<file path="config.mk">
export PLATFORM = sky130hd
export DESIGN_NAME = fb_reader
export DESIGN_NICKNAME = d
export VERILOG_FILES = /design/src/rtl/fb_pkg.sv /design/src/rtl/fb_reader_fifo.sv /design/src/rtl/fb_reader.sv
export SDC_FILE = /design/constraint.sdc
export NUM_CORES = 1
export LEC_CHECK = 0
export CORE_UTILIZATION = 58
export DETAILED_ROUTE_END_ITERATION = 7
export HOLD_SLACK_MARGIN = 0.05
export PLACE_DENSITY = 0.9
export SETUP_SLACK_MARGIN = 0.15
export SYNTH_ARGS = -nofsm -noshare
export SYNTH_HDL_FRONTEND = slang
export SYNTH_SLANG_ARGS = --single-unit
export TNS_END_PERCENT = 50
</file>
<file path="constraint.sdc">
create_clock -name clk -period 8.3 [get_ports clk]
set_input_delay 2.075 -clock clk [delete_from_list [all_inputs] [get_ports clk]]
set_output_delay 2.075 -clock clk [all_outputs]
set_load 0.01 [all_outputs]
</file>
<file path="src/rtl/fb_pkg.sv">
// Shared types for the framebuffer read engine: address sizing, scan FSM states
// and the pixel record carried through the output FIFO.
package fb_pkg;

  localparam int unsigned PIX_CORDW = 16;
  localparam int unsigned PIX_CIDXW = 4;

  function automatic int unsigned fb_addrw(input int unsigned width, input int unsigned height);
    return $clog2(width * height);
  endfunction

  localparam logic [1:0] ST_IDLE  = 2'd0;
  localparam logic [1:0] ST_READ  = 2'd1;
  localparam logic [1:0] ST_DRAIN = 2'd2;
  localparam logic [1:0] ST_DONE  = 2'd3;

  typedef enum logic [1:0] {
    IDLE  = ST_IDLE,
    READ  = ST_READ,
    DRAIN = ST_DRAIN,
    DONE  = ST_DONE
  } state_e;

  typedef struct packed {
    logic signed [PIX_CORDW-1:0] x;
    logic signed [PIX_CORDW-1:0] y;
    logic [PIX_CIDXW-1:0]        cidx;
  } pixel_t;

endpackage

</file>
<file path="src/rtl/fb_reader_fifo.sv">
// Two-entry synchronous FIFO for pixel records; head is presented directly
// from storage so the output is registered.
module fb_reader_fifo
  import fb_pkg::*;
#(
  parameter type T = pixel_t
) (
  input  logic       clk,
  input  logic       rst,
  input  logic       push_i,
  input  T           push_data_i,
  input  logic       pop_i,
  output T           head_o,
  output logic [1:0] count_o,
  output logic       empty_o
);

  T           mem_q [2];
  logic       wr_ptr_q;
  logic       rd_ptr_q;
  logic [1:0] count_q;

  always_ff @(posedge clk or posedge rst) begin
    if (rst) begin
      mem_q[0] <= '0;
      mem_q[1] <= '0;
      wr_ptr_q <= 1'b0;
      rd_ptr_q <= 1'b0;
      count_q  <= '0;
    end else begin
      if (push_i) begin
        mem_q[wr_ptr_q] <= push_data_i;
        wr_ptr_q        <= !wr_ptr_q;
      end
      if (pop_i) begin
        rd_ptr_q <= !rd_ptr_q;
      end
      case ({push_i, pop_i})
        2'b10:   count_q <= count_q + 2'd1;
        2'b01:   count_q <= count_q - 2'd1;
        default: count_q <= count_q;
      endcase
    end
  end

  assign head_o  = mem_q[rd_ptr_q];
  assign count_o = count_q;
  assign empty_o = (count_q == 2'd0);

endmodule

</file>
<file path="src/rtl/fb_reader.sv">
// Framebuffer read engine: scans an inclusive rectangle row-major, reads memory
// and streams (x, y, cidx) with valid/ready. Define FB_READER_CLIP_EN to skip
// cursor positions outside the framebuffer.
module fb_reader
  import fb_pkg::*;
#(
  parameter int CORDW  = 16,
  parameter int WIDTH  = 320,
  parameter int HEIGHT = 240,
  parameter int CIDXW  = 4,
  parameter int ADDRW  = fb_addrw(WIDTH, HEIGHT)
) (
  input  logic                    clk,
  input  logic                    rst,
  input  logic                    start,
  input  logic signed [CORDW-1:0] x0,
  input  logic signed [CORDW-1:0] y0,
  input  logic signed [CORDW-1:0] x1,
  input  logic signed [CORDW-1:0] y1,
  output logic                    mem_re,
  output logic [ADDRW-1:0]        mem_addr,
  input  logic [CIDXW-1:0]        mem_data,
  output logic signed [CORDW-1:0] out_x,
  output logic signed [CORDW-1:0] out_y,
  output logic [CIDXW-1:0]        out_cidx,
  output logic                    out_valid,
  input  logic                    out_ready,
  output logic                    busy,
  output logic                    done
);

  typedef struct packed {
    logic signed [CORDW-1:0] x;
    logic signed [CORDW-1:0] y;
    logic [CIDXW-1:0]        cidx;
  } pix_t;

  localparam logic [ADDRW-1:0]        ROW_STEP = ADDRW'(WIDTH);
  localparam logic signed [CORDW+31:0] WIDTH_X = (CORDW+32)'(WIDTH);

  state_e                  state_q, state_d;
  logic signed [CORDW-1:0] xa_q, xa_d;
  logic signed [CORDW-1:0] xb_q, xb_d;
  logic signed [CORDW-1:0] yb_q, yb_d;
  logic signed [CORDW-1:0] cx_q, cx_d;
  logic signed [CORDW-1:0] cy_q, cy_d;
  logic [ADDRW-1:0]        row_base_q, row_base_d;
  logic                    inflight_q;
  logic signed [CORDW-1:0] rd_x_q;
  logic signed [CORDW-1:0] rd_y_q;

  logic signed [CORDW-1:0] lo_x, hi_x, lo_y, hi_y;
  logic signed [CORDW+31:0] row_prod;
  logic                    pop;
  logic                    credit_ok;
  logic                    in_bounds;
  logic                    issue;
  logic                    advance;
  logic                    last_pos;
  logic [1:0]              fifo_count;
  logic                    fifo_empty;
  pix_t                    fifo_head;
  pix_t                    push_pix;

  always_comb begin
    lo_x     = (x0 < x1) ? x0 : x1;
    hi_x     = (x0 < x1) ? x1 : x0;
    lo_y     = (y0 < y1) ? y0 : y1;
    hi_y     = (y0 < y1) ? y1 : y0;
    row_prod = (CORDW+32)'(lo_y) * WIDTH_X;
  end

`ifdef FB_READER_CLIP_EN
  localparam logic signed [CORDW-1:0] W_LIM = CORDW'(WIDTH);
  localparam logic signed [CORDW-1:0] H_LIM = CORDW'(HEIGHT);
  assign in_bounds = !cx_q[CORDW-1] && (cx_q < W_LIM) && !cy_q[CORDW-1] && (cy_q < H_LIM);
`else
  assign in_bounds = 1'b1;
`endif

  // Credit: buffered + in-flight after this cycle's pop must leave room for one more.
  assign pop       = out_valid & out_ready;
  assign credit_ok = (({1'b0, fifo_count} + {2'b00, inflight_q}) - {2'b00, pop}) < 3'd2;
  assign last_pos  = (cx_q == xb_q) && (cy_q == yb_q);
  assign issue     = (state_q == READ) && in_bounds && credit_ok;
  assign advance   = (state_q == READ) && (credit_ok || !in_bounds);

  always_comb begin
    state_d    = state_q;
    xa_d       = xa_q;
    xb_d       = xb_q;
    yb_d       = yb_q;
    cx_d       = cx_q;
    cy_d       = cy_q;
    row_base_d = row_base_q;
    case (state_q)
      IDLE: begin
        if (start) begin
          xa_d       = lo_x;
          xb_d       = hi_x;
          yb_d       = hi_y;
          cx_d       = lo_x;
          cy_d       = lo_y;
          row_base_d = row_prod[ADDRW-1:0];
          state_d    = READ;
        end
      end
      READ: begin
        if (advance) begin
          if (last_pos) begin
            state_d = DRAIN;
          end else if (cx_q == xb_q) begin
            cx_d       = xa_q;
            cy_d       = cy_q + CORDW'(1);
            row_base_d = row_base_q + ROW_STEP;
          end else begin
            cx_d = cx_q + CORDW'(1);
          end
        end
      end
      DRAIN: begin
        // Leave as the last pixel is accepted so done follows it by one cycle.
        if (!inflight_q && (fifo_empty || ((fifo_count == 2'd1) && pop))) begin
          state_d = DONE;
        end
      end
      DONE:    state_d = IDLE;
      default: state_d = IDLE;
    endcase
  end

  always_ff @(posedge clk or posedge rst) begin
    if (rst) begin
      state_q    <= IDLE;
      xa_q       <= '0;
      xb_q       <= '0;
      yb_q       <= '0;
      cx_q       <= '0;
      cy_q       <= '0;
      row_base_q <= '0;
      inflight_q <= 1'b0;
      rd_x_q     <= '0;
      rd_y_q     <= '0;
    end else begin
      state_q    <= state_d;
      xa_q       <= xa_d;
      xb_q       <= xb_d;
      yb_q       <= yb_d;
      cx_q       <= cx_d;
      cy_q       <= cy_d;
      row_base_q <= row_base_d;
      inflight_q <= issue;
      if (issue) begin
        rd_x_q <= cx_q;
        rd_y_q <= cy_q;
      end
    end
  end

  always_comb begin
    push_pix      = '0;
    push_pix.x    = rd_x_q;
    push_pix.y    = rd_y_q;
    push_pix.cidx = mem_data;
  end

  fb_reader_fifo #(
    .T(pix_t)
  ) u_fifo (
    .clk        (clk),
    .rst        (rst),
    .push_i     (inflight_q),
    .push_data_i(push_pix),
    .pop_i      (pop),
    .head_o     (fifo_head),
    .count_o    (fifo_count),
    .empty_o    (fifo_empty)
  );

  assign mem_re    = issue;
  assign mem_addr  = row_base_q + ADDRW'(cx_q);
  assign out_x     = fifo_head.x;
  assign out_y     = fifo_head.y;
  assign out_cidx  = fifo_head.cidx;
  assign out_valid = !fifo_empty;
  assign busy      = (state_q != IDLE);
  assign done      = (state_q == DONE);

endmodule

</file>
# After elaboration in Yosys (flattened, before gate mapping)
# Cells that the tools add are included.
# W data, S select, Z words.
[totals]
regBits = 208
latchBits = 0
ramBits = 0
mem_bits_ro = 0
input_bits = 72
out_inout_bits = 57
word_cells = 101
memories = 0
[op_classes]
addsub = 8
mul = 1
n_div = 0
order_cmp = 6
eq_ne = 14
n_shift = 0
muxes = 31
n_bitwise = 3
n_reduce_logical = 19
[ops]
columns = ["cell", "count"]
rows = [
  ["$mux W16", 12],
  ["$mux W36", 4],
  ["$bwmux W72", 1],
  ["$mux W17", 4],
  ["$pmux W16 S2", 2],
  ["$demux W36 S1", 1],
  ["$pmux W17 S2", 1],
  ["$add A16 B2 Y16 const B", 2],
  ["$eq A16 B16 Y1", 2],
  ["$lt A16 B16 Y1", 2],
  ["$add A17 B17 Y17", 1],
  ["$add A17 B9 Y17 const B", 1],
  ["$mul A16 B4 Y11 const B", 1],
  ["$ne A2 B2 Y1 const B", 6],
  ["$mux W2", 4],
  ["$pmux W2 S4", 1],
  ["$reduce_and A4 Y1", 2],
  ["$eq A2 B1 Y1 const B", 3],
  ["$eq A2 B2 Y1 const B", 3],
  ["$reduce_bool A2 Y1", 3],
  ["$logic_and A1 B1 Y1", 5],
  ["$reduce_and A5 Y1", 1],
  ["$ge A2 B2 Y1 const B", 2],
  ["$logic_not A1 Y1", 4],
  ["12 further kinds", 14],
]

# Depth between registers and ports, before layout
[logic_depth]
depth_word = 8
ltp_mapped = 21
ltp_nobuf = 20

# By module
# A second synthesis with hierarchy kept.
[unflattened]
cells_unflattened = 1189
hier_area_um2 = 12131.6
[by_module_without_submodules]
columns = ["mod", "n_inst", "cells_per_inst", "area_per_inst_um2", "seq_area_each_um2"]
rows = [
  ["fb_reader", 1, 982, 8710.9, 3153.0],
  ["fb_reader_fifo", 1, 207, 3420.8, 1901.8],
]

# Worst setup path after synthesis
# Ideal clock, no wire load.
[synth_timing]
path_type = "in2out"
from = "in out_ready"
to = "out mem_re"
arrival_ps = 3746
required_ps = 6225
setup_slack_ps = 2479
path_stages = 8
path_buffers = 1
cell_sequence = "nor2b_1 -> ha_1 -> nor2_1 -> fa_1 -> nor2_1 -> nand2_1 -> clkbuf_1 -> inv_1"
[synth_via]
elab_chain_cells = 4
[synth_rtl]
columns = ["element", "line_no", "text"]
rows = [
  ["from (decl)", "fb_reader.sv:27", "input logic out_ready,"],
  ["$and A1 B1 Y1", "fb_reader.sv:82", "assign pop = out_valid & out_ready;"],
  ["$sub A3 B1 Y3", "fb_reader.sv:83", "assign credit_ok = (({1'b0, fifo_count} + {2'b00, inflight_q}) - {2'b00, pop}) < 3'd2;"],
  ["$lt A3 B2 Y1", "fb_reader.sv:83", ""],
  ["$logic_and A1 B1 Y1", "fb_reader.sv:85", "assign issue = (state_q == READ) && in_bounds && credit_ok;"],
  ["to (decl)", "fb_reader.sv:20", "output logic mem_re,"],
]
# Every way passes these cells.

# Final worst setup path
[layout_timing]
from = "in out_ready"
to = "out mem_re"
[layout_via]
elab_chain_cells = 4
[layout_rtl]
columns = ["element", "line_no", "text"]
rows = [
  ["$and A1 B1 Y1", "fb_reader.sv:82", ""],
  ["net pop", "fb_reader.sv:54", "logic pop;"],
  ["$sub A3 B1 Y3", "fb_reader.sv:83", ""],
  ["$lt A3 B2 Y1", "fb_reader.sv:83", ""],
  ["$logic_and A1 B1 Y1", "fb_reader.sv:85", ""],
]
# The timed path passes the listed nets, and every way through them passes these cells.

==> results.txt <==
The count of nets left with antenna violations once routing finished came out at 0. The tree is rooted in a sky130_fd_sc_hd__clkbuf_16. The wire length of the first global-routing pass came out at 47520 um. The post-synthesis cell area came out at 11930 um2. The worst flop-to-flop path endpoint is row_base_q[15]$_DFFE_PP0P_. Clock skew on the completed layout was measured at 27.22 ps. The count of instances resized after the clock tree is built came out at 0. The post-synthesis compound-gate area fraction is 11.38%. The static leakage is 6.408 nW.

In this run the worst setup path begins at out_ready. The initial antenna violation count came out at 0. The cell area power density is 383.6 nW/um2. The effective utilization at floorplan is 59.13%.

The count of endpoints failing setup in the final report is 0. The hold buffer count at cts came out at 0. The pin count of the biggest net entering global routing is 135. The die outline area came out at 21140 um2. After detailed routing, the total wire length is 28720 um. The data required time at the worst endpoint came out at 6230 ps.

Of all nets on the critical path, the largest fanout is 3. The overflow left after global routing came out at 0. In this run the cell area measured after placement is 13370 um2. The biggest area contributor in the post-synthesis netlist is sky130_fd_sc_hd__dfrtp_1. The summed area of non-filler cells in the final layout came out at 14120 um2. After the first detailed-routing iteration, the DRC count stood at 753. The worst setup path is of the in2out kind. The via total after detailed routing came out at 9240. The launching element type of the critical path is an input port. The final worst-path cycle share is 79.82%. After detailed routing, the number of vias per cell comes to 6.059. The count of yosys warnings during synthesis came out at 0. During placement, the flow inserted port buffers numbering 128. Across the run, the number of max-cap violations was 0. Setup repair after global routing left no endpoint under its margin. The setup check on the worst reg-to-reg path leaves a slack of 4330 ps. STA classifies the critical path endpoint as an output pin.

Global routing used 27.59% of the available tracks across all layers. TritonCTS built the clock tree. The remaining routing DRC violations came out at 0. The number of placed I/O pins came out at 129. The worst endpoint data arrival time is 4550 ps. The most critical setup path has its endpoint at mem_re. The area of the multi-input gates came out at 6390 um2. The max-slew violation total from the final report is 0.

Among all flip-flop cells after synthesis, the most frequent one is sky130_fd_sc_hd__dfrtp_1. The share of post-route cells with drive strength above 1 came out at 17.77%. The core region is 20170 um2.

Counting distinct cell types in the post-synthesis netlist gives 62. By area, the combinational part of the netlist is dominated by multiplexers. The xor/xnor cell area share of the yosys netlist came out at 4.994%. The clock-pin slew on the worst setup and hold paths came out at 60 ps. The via count of the first global-routing pass was 9163. The count of filler cells inserted in the layout is 1430. The buffer count from post-CTS setup fixing came out at 0.

Of the post-synthesis cell area, the dominant cell type holds 42.38%. The number of clock buffers inserted by TritonCTS is 21. For the final routed database, the setup TNS stands at 0 ps. The flow ran to the end, and the final reports show no timing, DRC or antenna violations.

The H-tree level count is 1. By area the synthesized netlist is led by sky130_fd_sc_hd__dfrtp_1, sky130_fd_sc_hd__mux2_2, sky130_fd_sc_hd__ha_1. The area growth from synthesis to layout is 18.36%.

The count of clock tree sinks came out at 202. The highest ir drop seen on vdd came out at 274.4 uV. The register cell area after layout is 5055 um2.

The vertical die dimension is 145.4 um. The number of cells after detailed placement came out at 1488. The final count of hold timing violations is 0. The number of synthesized flops with an enable pin is 0. For this run, the post-layout net count is 1377. The simple-gate portion of the synthesized area came out at 10.94%. The shortest period the worst path allows came out at 6625 ps.

The launching point of the worst reg2reg path is cy_q[12]$_DFFE_PP0P_. The total nets after synthesis is 1284. Among all cell types in the netlist, the one instantiated most often is sky130_fd_sc_hd__dfrtp_1. The part of the Yosys area used for sequential elements came out at 42.38%. The clock latency at the later pin of the worst-skew pair came out at 510 ps. The fraction of the mapped netlist area in adder cells is 6.840%. After synthesis the netlist holds a flip-flop and latch count of 202. The maximum achievable frequency came out at 150.9 MHz. The worst hold path belongs to the class reg2reg.

The width of the chip came out at 145.4 um. The share of async-settable or async-resettable flops after synthesis is 100.0%. The HPWL after detailed placement came out at 19870 um. The transition time at the pin with the least slew margin came out at 1106 ps. The number of cells produced by synthesis came out at 1148. The buffer depth of the longest clock path is 3.

The number of placement rows came out at 52. The worst-case reg-to-reg path depth is 7. Counting instances in the post-synthesis netlist gives the leading cell types as sky130_fd_sc_hd__dfrtp_1, sky130_fd_sc_hd__mux2_2, sky130_fd_sc_hd__nor2_1.

The filler-free cell count of the finished design is 1525. The count of TritonRoute iterations in the first routing pass came out at 7. The post-synthesis area per instance came out at 10.39 um2.

The last weighted congestion value of the routability-driven placer is 0.9327. The worst pin sits at a relative slew slack of 25.60%. The final core area utilization came out at 69.99%. The number of antenna diodes in the final layout is 0. In the synthesized netlist, mux cells make up 19.07% of the area. On the final layout, the worst hold slack is 499.0 ps.

The wire length per cell is 18.83 um.
-- power by group --
group | internal (mW) | switching (mW)
sequential | 1.42 | 0.434
clock | 0.626 | 0.391
combinational | 1.27 | 1.26
-- stage by stage --
stage	power (mW)	worst slack (ps)
after detailed placement	4.348	1439
after global routing	5.732	1556
after global placement	4.224	1606
after floorplan	3.438	714.3
final	5.414	1675
after CTS	5.401	1677
-- per-layer routing --
metal	wire length [um]	part of all wire (%)	track usage [%]	vias to the layer above
li1	-	-	-	4266
met1	12690	44	39.88	4516
met2	13320	46	43.41	406
met4	535	1.9	7.684	0
met5	0	0	0	-
met3	2170	7.6	4.201	52
-- worst max-delay path, stage by stage --
cell and delay (ps):
sky130_fd_sc_hd__clkdlybuf4s50_1 470, sky130_fd_sc_hd__nor2b_1 260, sky130_fd_sc_hd__ha_1 280, sky130_fd_sc_hd__nor2_1 120, sky130_fd_sc_hd__fa_1 430, sky130_fd_sc_hd__nor2_1 170, sky130_fd_sc_hd__nand2_1 90, sky130_fd_sc_hd__inv_1 110
sky130_fd_sc_hd__clkdlybuf4s50_1 540
-- final cells by class --
class                           instances  area share, %
Clock buffer                           28          4.193
Clock inverter                          9          1.081
Inverter                               58          1.595
Multi-Input combinational cell        819          45.27
Sequential cell                       202          35.81
Tap cell                              270          2.393
Timing Repair Buffer                  139          9.661
-- cells by family after synthesis --
group	after synthesis
buffers and inverters	127
AOI/OAI and AO/OA	211
and+or+nand+nor	268
adders and majority gates	64
DFF	202
xor gates and xnor gates	68
muxes	208
-- sequential cells by signal (all words and copies together), names as in the netlist, 16 cells and up --
| signal | count |
|---|---|
| xa_q | 16 |
| cy_q | 16 |
| xb_q | 16 |
| yb_q | 16 |
| cx_q | 16 |
| rd_y_q | 16 |
| rd_x_q | 16 |
| u_fifo.mem_q | 72 |
-- cell usage in the layout (no fill, tap or decap), drive strengths merged, types with 7 or more instances in the layout --
cell and n:
ha 62, nor4 7, nand2 72, mux2i 63
nand4 13, dfrtp 202, nand3 22, o31ai 13
nand2b 10, or2 12, mux2 145, and2 7
xnor2 35, o221ai 11, buf 11, o21ai 38
nor3 12, clkbuf 28, a21oi 82, xor2 33
and3 8, a22oi 11, nor2 86, inv 59
clkdlybuf4s50 128, nor2b 8
-- worst min path at each step --
| stage | start | endpoint | slack (ps) | depth (start not counted) |
|---|---|---|---|---|
| after floorplan | rd_x_q[15]$_DFFE_PP0P_ | rd_x_q[15]$_DFFE_PP0P_ | 460 | 2 |
| after global placement | u_fifo.mem_q[30]$_DFFE_PP0P_ | u_fifo.mem_q[30]$_DFFE_PP0P_ | 480 | 1 |
| after detailed placement | u_fifo.mem_q[26]$_DFFE_PP0P_ | u_fifo.mem_q[26]$_DFFE_PP0P_ | 490 | 1 |
| after CTS | u_fifo.mem_q[26]$_DFFE_PP0P_ | u_fifo.mem_q[26]$_DFFE_PP0P_ | 500 | 1 |
| after global routing | u_fifo.mem_q[42]$_DFFE_PP0P_ | u_fifo.mem_q[42]$_DFFE_PP0P_ | 510 | 1 |
| final | rd_y_q[11]$_DFFE_PP0P_ | rd_y_q[11]$_DFFE_PP0P_ | 500 | 2 |
(Power assumes the default switching activity.)
